<file path="src/rtl/sfp_seq.sv">
// ---------------------------------------------------------------------------
// sfp_seq -- row sequencer for a two-core softmax pipeline.
//
// For each row of a job: read the partial sum from psum memory, have the
// softmax row accumulate it, let the two-stage sum pipeline settle,
// handshake the local sum with the peer core, issue the divide, wait for
// the divide-complete flag, then write the result back to the same address
// (the external fifo is popped in the same cycle).
//
// Parameters
//   addr_bw  : psum/output memory address width
//   len_bw   : row-count width
//   timeout  : SYNC/WAIT watchdog limit in cycles (only with the macro)
//
// Ports
//   clk, reset            : single rising-edge clock, synchronous active-high reset
//   start                 : one-cycle job launch pulse (honoured only in IDLE)
//   base_addr, num_rows   : job description, captured at launch
//   mem_rd, mem_addr      : psum read strobe / read-and-write address
//   acc, div              : accumulate / divide commands to the softmax row
//   valid                 : divide-complete flag from the softmax row
//   sync_out, sync_in     : local / peer sum-ready handshake
//   out_wr, fifo_ext_rd   : result write strobe and identical fifo pop
//   busy, done, err       : job active, completion pulse, sticky timeout flag
//
// Configuration macro
//   SFP_SEQ_TIMEOUT_EN : when defined, a watchdog aborts a job that sits in
//                        SYNC or WAIT for `timeout` consecutive cycles and
//                        sets the sticky err flag. When undefined, those
//                        states wait indefinitely and err is tied to 0.
//
// All outputs are registered: each output is loaded on the edge that enters
// the state in which it must be visible.
// ---------------------------------------------------------------------------
module sfp_seq #(
    parameter int addr_bw = 11,
    parameter int len_bw  = 6,
    parameter int timeout = 255
) (
    input  logic               clk,
    input  logic               reset,
    input  logic               start,
    input  logic [addr_bw-1:0] base_addr,
    input  logic [len_bw-1:0]  num_rows,
    output logic               mem_rd,
    output logic [addr_bw-1:0] mem_addr,
    output logic               acc,
    output logic               div,
    input  logic               valid,
    output logic               sync_out,
    input  logic               sync_in,
    output logic               out_wr,
    output logic               fifo_ext_rd,
    output logic               busy,
    output logic               done,
    output logic               err
);

    typedef enum logic [3:0] {
        IDLE   = 4'd0,
        RD     = 4'd1,
        ACC    = 4'd2,
        SETTLE = 4'd3,
        SYNC   = 4'd4,
        DIV    = 4'd5,
        WAIT   = 4'd6,
        WR     = 4'd7,
        DONE   = 4'd8
    } state_t;

    state_t             state;
    logic [addr_bw-1:0] base_r;
    logic [len_bw-1:0]  rows_r;
    logic [len_bw-1:0]  row_cnt;
    // Shared 2-cycle counter for SETTLE and the valid-blanking window in WAIT.
    logic               sub_cnt;

`ifdef SFP_SEQ_TIMEOUT_EN
    localparam int tmo_w = (timeout < 2) ? 1 : $clog2(timeout);
    logic [tmo_w-1:0] tmo_cnt;
    logic             err_r;
    logic             tmo_hit;

    assign err     = err_r;
    // The current cycle is the timeout-th consecutive cycle in SYNC/WAIT.
    assign tmo_hit = (tmo_cnt == tmo_w'(timeout - 1));
`else
    assign err = 1'b0;
`endif

    // Sequencer FSM: state, job registers and all registered outputs.
    always_ff @(posedge clk) begin
        if (reset) begin
            state       <= IDLE;
            base_r      <= {addr_bw{1'b0}};
            rows_r      <= {len_bw{1'b0}};
            row_cnt     <= {len_bw{1'b0}};
            sub_cnt     <= 1'b0;
            mem_rd      <= 1'b0;
            mem_addr    <= {addr_bw{1'b0}};
            acc         <= 1'b0;
            div         <= 1'b0;
            sync_out    <= 1'b0;
            out_wr      <= 1'b0;
            fifo_ext_rd <= 1'b0;
            busy        <= 1'b0;
            done        <= 1'b0;
`ifdef SFP_SEQ_TIMEOUT_EN
            tmo_cnt     <= {tmo_w{1'b0}};
            err_r       <= 1'b0;
`endif
        end else begin
            // Strobes default low; the entered state re-asserts what it needs.
            mem_rd      <= 1'b0;
            mem_addr    <= {addr_bw{1'b0}};
            acc         <= 1'b0;
            div         <= 1'b0;
            sync_out    <= 1'b0;
            out_wr      <= 1'b0;
            fifo_ext_rd <= 1'b0;
            done        <= 1'b0;

            case (state)
                IDLE: begin
                    busy <= 1'b0;
                    if (start) begin
                        base_r  <= base_addr;
                        rows_r  <= num_rows;
                        row_cnt <= {len_bw{1'b0}};
                        busy    <= 1'b1;
                        if (num_rows == {len_bw{1'b0}}) begin
                            state <= DONE;
                            done  <= 1'b1;
                        end else begin
                            state    <= RD;
                            mem_rd   <= 1'b1;
                            mem_addr <= base_addr;
                        end
                    end
                end

                RD: begin
                    state <= ACC;
                    acc   <= 1'b1;
                end

                ACC: begin
                    state   <= SETTLE;
                    sub_cnt <= 1'b0;
                end

                SETTLE: begin
                    if (sub_cnt) begin
                        state    <= SYNC;
                        sync_out <= 1'b1;
`ifdef SFP_SEQ_TIMEOUT_EN
                        tmo_cnt  <= {tmo_w{1'b0}};
`endif
                    end else begin
                        sub_cnt <= 1'b1;
                    end
                end

                SYNC: begin
                    if (sync_in) begin
                        state <= DIV;
                        div   <= 1'b1;
`ifdef SFP_SEQ_TIMEOUT_EN
                    end else if (tmo_hit) begin
                        state <= DONE;
                        done  <= 1'b1;
                        err_r <= 1'b1;
`endif
                    end else begin
                        sync_out <= 1'b1;
`ifdef SFP_SEQ_TIMEOUT_EN
                        tmo_cnt  <= tmo_cnt + tmo_w'(1);
`endif
                    end
                end

                DIV: begin
                    state   <= WAIT;
                    sub_cnt <= 1'b0;
`ifdef SFP_SEQ_TIMEOUT_EN
                    tmo_cnt <= {tmo_w{1'b0}};
`endif
                end

                // valid is blanked during DIV and the first WAIT cycle because
                // the softmax row's flag is registered and may still be stale.
                WAIT: begin
                    if (sub_cnt && valid) begin
                        state       <= WR;
                        out_wr      <= 1'b1;
                        fifo_ext_rd <= 1'b1;
                        mem_addr    <= base_r + addr_bw'(row_cnt);
`ifdef SFP_SEQ_TIMEOUT_EN
                    end else if (tmo_hit) begin
                        state <= DONE;
                        done  <= 1'b1;
                        err_r <= 1'b1;
`endif
                    end else begin
                        sub_cnt <= 1'b1;
`ifdef SFP_SEQ_TIMEOUT_EN
                        tmo_cnt <= tmo_cnt + tmo_w'(1);
`endif
                    end
                end

                WR: begin
                    row_cnt <= row_cnt + len_bw'(1);
                    if (row_cnt == rows_r - len_bw'(1)) begin
                        state <= DONE;
                        done  <= 1'b1;
                    end else begin
                        state    <= RD;
                        mem_rd   <= 1'b1;
                        mem_addr <= base_r + addr_bw'(row_cnt + len_bw'(1));
                    end
                end

                DONE: begin
                    state <= IDLE;
                    busy  <= 1'b0;
                end

                default: begin
                    state <= IDLE;
                    busy  <= 1'b0;
                end
            endcase
        end
    end

endmodule
</file>
<file path="config.mk">
export PLATFORM = sky130hd
export DESIGN_NAME = sfp_seq
export DESIGN_NICKNAME = d
export VERILOG_FILES = /design/src/rtl/sfp_seq.sv
export SDC_FILE = /design/constraint.sdc
export NUM_CORES = 1
export LEC_CHECK = 0
export ABC_AREA = 0
export CAP_MARGIN = 0
export CORE_ASPECT_RATIO = 1.1
export CORE_MARGIN = 3
export CORE_UTILIZATION = 54
export CTS_CLUSTER_SIZE = 40
export DETAILED_ROUTE_END_ITERATION = 8
export PLACE_DENSITY_LB_ADDON = 0.3
export SETUP_SLACK_MARGIN = 0.3
export SYNTH_ARGS = -nofsm -noshare
export SYNTH_HDL_FRONTEND = slang
export SYNTH_SLANG_ARGS = --single-unit
export TNS_END_PERCENT = 50
</file>
<file path="constraint.sdc">
create_clock -name clk -period 2.41 [get_ports clk]
set_input_delay 0.6025 -clock clk [delete_from_list [all_inputs] [get_ports clk]]
set_output_delay 0.6025 -clock clk [all_outputs]
set_load 0.03 [all_outputs]
</file>
==> flow_metrics.py <==
metrics = {
    "outcome": {
        "status": "finished, final reports clean",
    },
    "logic_synthesis": {
        "avgSynthCellArea_um2": 7.836,
        "yosys.area.top_type": "dfxtp_1",
        "synth_area_leaders": "dfxtp_1 34%, nand2_1 7.1%, a21oi_1 6.8%",
        "synthCells": 346,
        "syn-num-nets": 379,
        "synth_flop_cell": "dfxtp_1",
        "async_flop_share": 0,
        "yosys_warnings": 0,
        "synth_top_area_share": 0.3396,
        "ys_top_cells_by_count": "51 x nand2_1, 46 x dfxtp_1, 40 x nor2_1, 37 x a21oi_1, 17 x xnor2_1",
        "ys_types": 56,
        "netlist_area_um2": 2711,
        "yosysMostFrequentCell": "nand2_1",
        "synth_edf_count": 0,
        "ys_seq_elements": 46,
        "seq_area_frac_synth": 0.3396,
    },
    "floorplan": {
        "rows": 26,
        "die_y_um": 80.32,
        "ioPinCount": 42,
        "die-area_um2": 5908,
        "initial_core_util": 0.5709,
        "fp.dieW_um": 73.56,
        "core_area_um2": 4750,
    },
    "cells_and_area": {
        "area_growth_pct": 29.81,
        "nets": 427,
        "drive_gt1_frac": 0.1772,
        "antennaDiodeCount": 0,
        "ff_latch_area_um2": 932.1,
        "nFillCells": 344,
        "multi_input_area_um2": 1752,
    },
    "placed_design": {
        "place_congestion": 0.8650,
        "post-dp-hpwl_um": 4626,
        "port_buffers": 40,
        "pre_cts_ws_ps": -68.19,
    },
    "worst_setup_path": {
        "rr_startpoint": "row_cnt[0]",
        "cp_max_fo": 3,
        "cp_data_required_time_ps": 2590,
        "crit_path_end_kind": "flip-flop",
        "path_class": "flip-flop to flip-flop",
        "worstPathCellList": "inv_4 -> ha_4 -> fa_2 -> nand2b_4 -> a21oi_2 -> o21a_2 -> mux2_2 -> o21ai_2 -> a21oi_1",
        "critPathArrivalTime_ps": 2290,
        "r2r_end": "mem_addr[8]",
        "r2r_setup_slack_ps": 300,
        "worst-path-buf-inv": 1,
        "crit_path_top_delay_cell": "dfxtp_4",
        "startpoint_type": "flip-flop",
        "rr_worst_depth": 9,
        "slowest_delay_ps": 380,
        "crit_family": "adder cells",
    },
    "timing": {
        "fmax_ghz": 0.4748,
        "maxSlewHeadroom": 0.6286,
        "worst_pin_slew_ps": 553.2,
        "hold_viol": 0,
        "setup_ws_ps": 303.7,
        "finalCritPeriodShare": 0.8740,
        "period_minus_slack_ps": 2106,
        "clock_skew_ps": 11.73,
        "setup_viol": 0,
        "rsz0062_at_grt": "yes",
        "drv_slew": 0,
    },
    "clock_network": {
        "cts_root_buf": "clkbuf_8",
        "cts_made_buffers": 5,
        "h-tree-depth": 2,
        "clock_path_buffers": 2,
        "clk_pin_slew_worst_paths_ps": 90,
        "hold_buffers": 0,
        "worstSkewPairLatency_ps": 310,
        "cts_tree": "yes",
        "clock_sinks": 46,
    },
    "routing": {
        "dr.pass1.iters": 5,
        "vias_per_cell": 5.880,
        "vias": 2652,
        "routed_wl_um": 7247,
        "drc": 0,
        "wl_per_cell_um": 16.07,
        "ant_nets": 0,
        "drtIter0Drc": 313,
    },
    "worst_hold_path": {
        "hp-class": "flip-flop to flip-flop",
        "min_from": "base_r[5]",
        "min_to": "base_r[5]",
        "min_path_cells": 2,
    },
    "grt": {
        "antenna_found_initial": 0,
        "grt_max_degree": 18,
        "grt_first_pass_wirelength_um": 11630,
        "gr-total-overflow": 0,
        "grt_pass1_vias": 2463,
        "grt_usage": 0.2494,
    },
    "run": {
        "max-cap-violations": 0,
    },
    "power": {
        "p_per_area_nw_per_um2": 620.9,
        "fin_total_pwr_mw": 2.185,
        "p_leak_nw": 1.326,
        "ir_worst_vdd_uv": 446.6,
    },
}
-- sequential cells by signal, indices dropped and copies added, names as in the netlist, 4 cells and up --
name	count
base_r	11
mem_addr	11
row_cnt	6
rows_r	6
state	4
-- area by class of cell --
cell class                 count  area share
sequential                    46      0.2648
clock buffer                   7     0.02737
timing repair buffer          65      0.1745
multi-input combinational    265      0.4977
clock inverter                 1    0.002488
inverter                      11     0.01315
tap                           56     0.01991
-- cell families after synthesis --
| family | Yosys count | synth area share |
|---|---|---|
| flip-flops | 46 | 0.3396 |
| buffers and inverters | 36 | 0.06137 |
| AND/OR/NAND/NOR | 139 | 0.2464 |
| AO/OA/AOI/OAI | 83 | 0.1947 |
| XOR/XNOR | 25 | 0.08076 |
| adder cells (fa/ha/maj) | 11 | 0.05630 |
| other | 1 | 0.001383 |
| multiplexers | 5 | 0.01938 |
-- how the worst max path moves through the flow --
stage / startpoint / end / slack, ps / cells past startpoint
after CTS: row_cnt[0] / mem_addr[8] / 280 / 9
after detailed placement: num_rows[1] / mem_addr[2] / -70 / 6
after global placement: num_rows[1] / mem_addr[8] / 3 / 7
after floorplan: row_cnt[0] / mem_addr[10] / 310 / 9
final: row_cnt[0] / mem_addr[8] / 300 / 9
after global routing: row_cnt[2] / mem_addr[5] / 240 / 7
-- what timing repair did --
item / 4_1_cts / 5_1_grt
setup buffers: 6 / 4
pin swaps: 6 / 9
gates cloned: 1 / 0
gates resized for setup: 10 / 31
setup endpoints to repair: 12 / 13
-- layer usage --
layer,part of all wire,vias up,wire [µm],track usage
li1,-,1286,-,-
met2,0.50,97,3617,0.4176
met1,0.42,1260,3062,0.3223
met3,0.068,9,491,0.04881
met4,0.010,0,76,0.06884
met5,0,-,0,0
-- per-stage QoR --
step / cell area (µm²) / setup TNS (ps) / instances / hold slack [ps] / utilization
2_1_floorplan: 2716 / 0 / 346 / 440.6 / -
3_3_place_gp: 3174 / 0 / 432 / 447.9 / 0.6683
3_5_place_dp: 3174 / -367.7 / 432 / 453.7 / 0.6683
4_1_cts: 3374 / 0 / 447 / 465.3 / 0.7105
5_1_grt: 3520 / 0 / 451 / 491.4 / 0.7410
6_report: 3520 / 0 / 451 / 470.6 / 0.7410
-- layout by cell type (no fill, tap or decap), types with 3 or more instances in the layout --
| cell type | count |
|---|---|
| nand4_1 | 4 |
| o21ai_1 | 5 |
| a222oi_1 | 6 |
| a21oi_1 | 35 |
| ha_4 | 3 |
| nand2_1 | 51 |
| nor2b_1 | 5 |
| dfxtp_2 | 3 |
| nor2_1 | 40 |
| o21ai_0 | 7 |
| dlymetal6s2s_1 | 4 |
| clkbuf_8 | 7 |
| inv_1 | 7 |
| xnor2_1 | 17 |
| nand3_1 | 6 |
| ha_1 | 4 |
| a22oi_1 | 3 |
| dfxtp_1 | 41 |
| nand2b_1 | 7 |
| nor3_1 | 6 |
| clkdlybuf4s50_1 | 36 |
| a211oi_1 | 4 |
| buf_4 | 23 |
| mux2i_1 | 3 |
| xor2_1 | 8 |
-- power by group --
part	internal, mW	leakage, nW	switching, mW
clock network	0.263	0.0544	0.280
logic	0.330	0.894	0.400
registers	0.829	0.377	0.0828
total	1.42	1.33	0.763
-- worst min-delay path: cells and delay by family (launching register included) --
kind / cells / cell delay, ps
compound gates: 1 / 50
flops: 1 / 330
simple gates: 1 / 50
No activity file was read; power rests on OpenSTA's default activity.
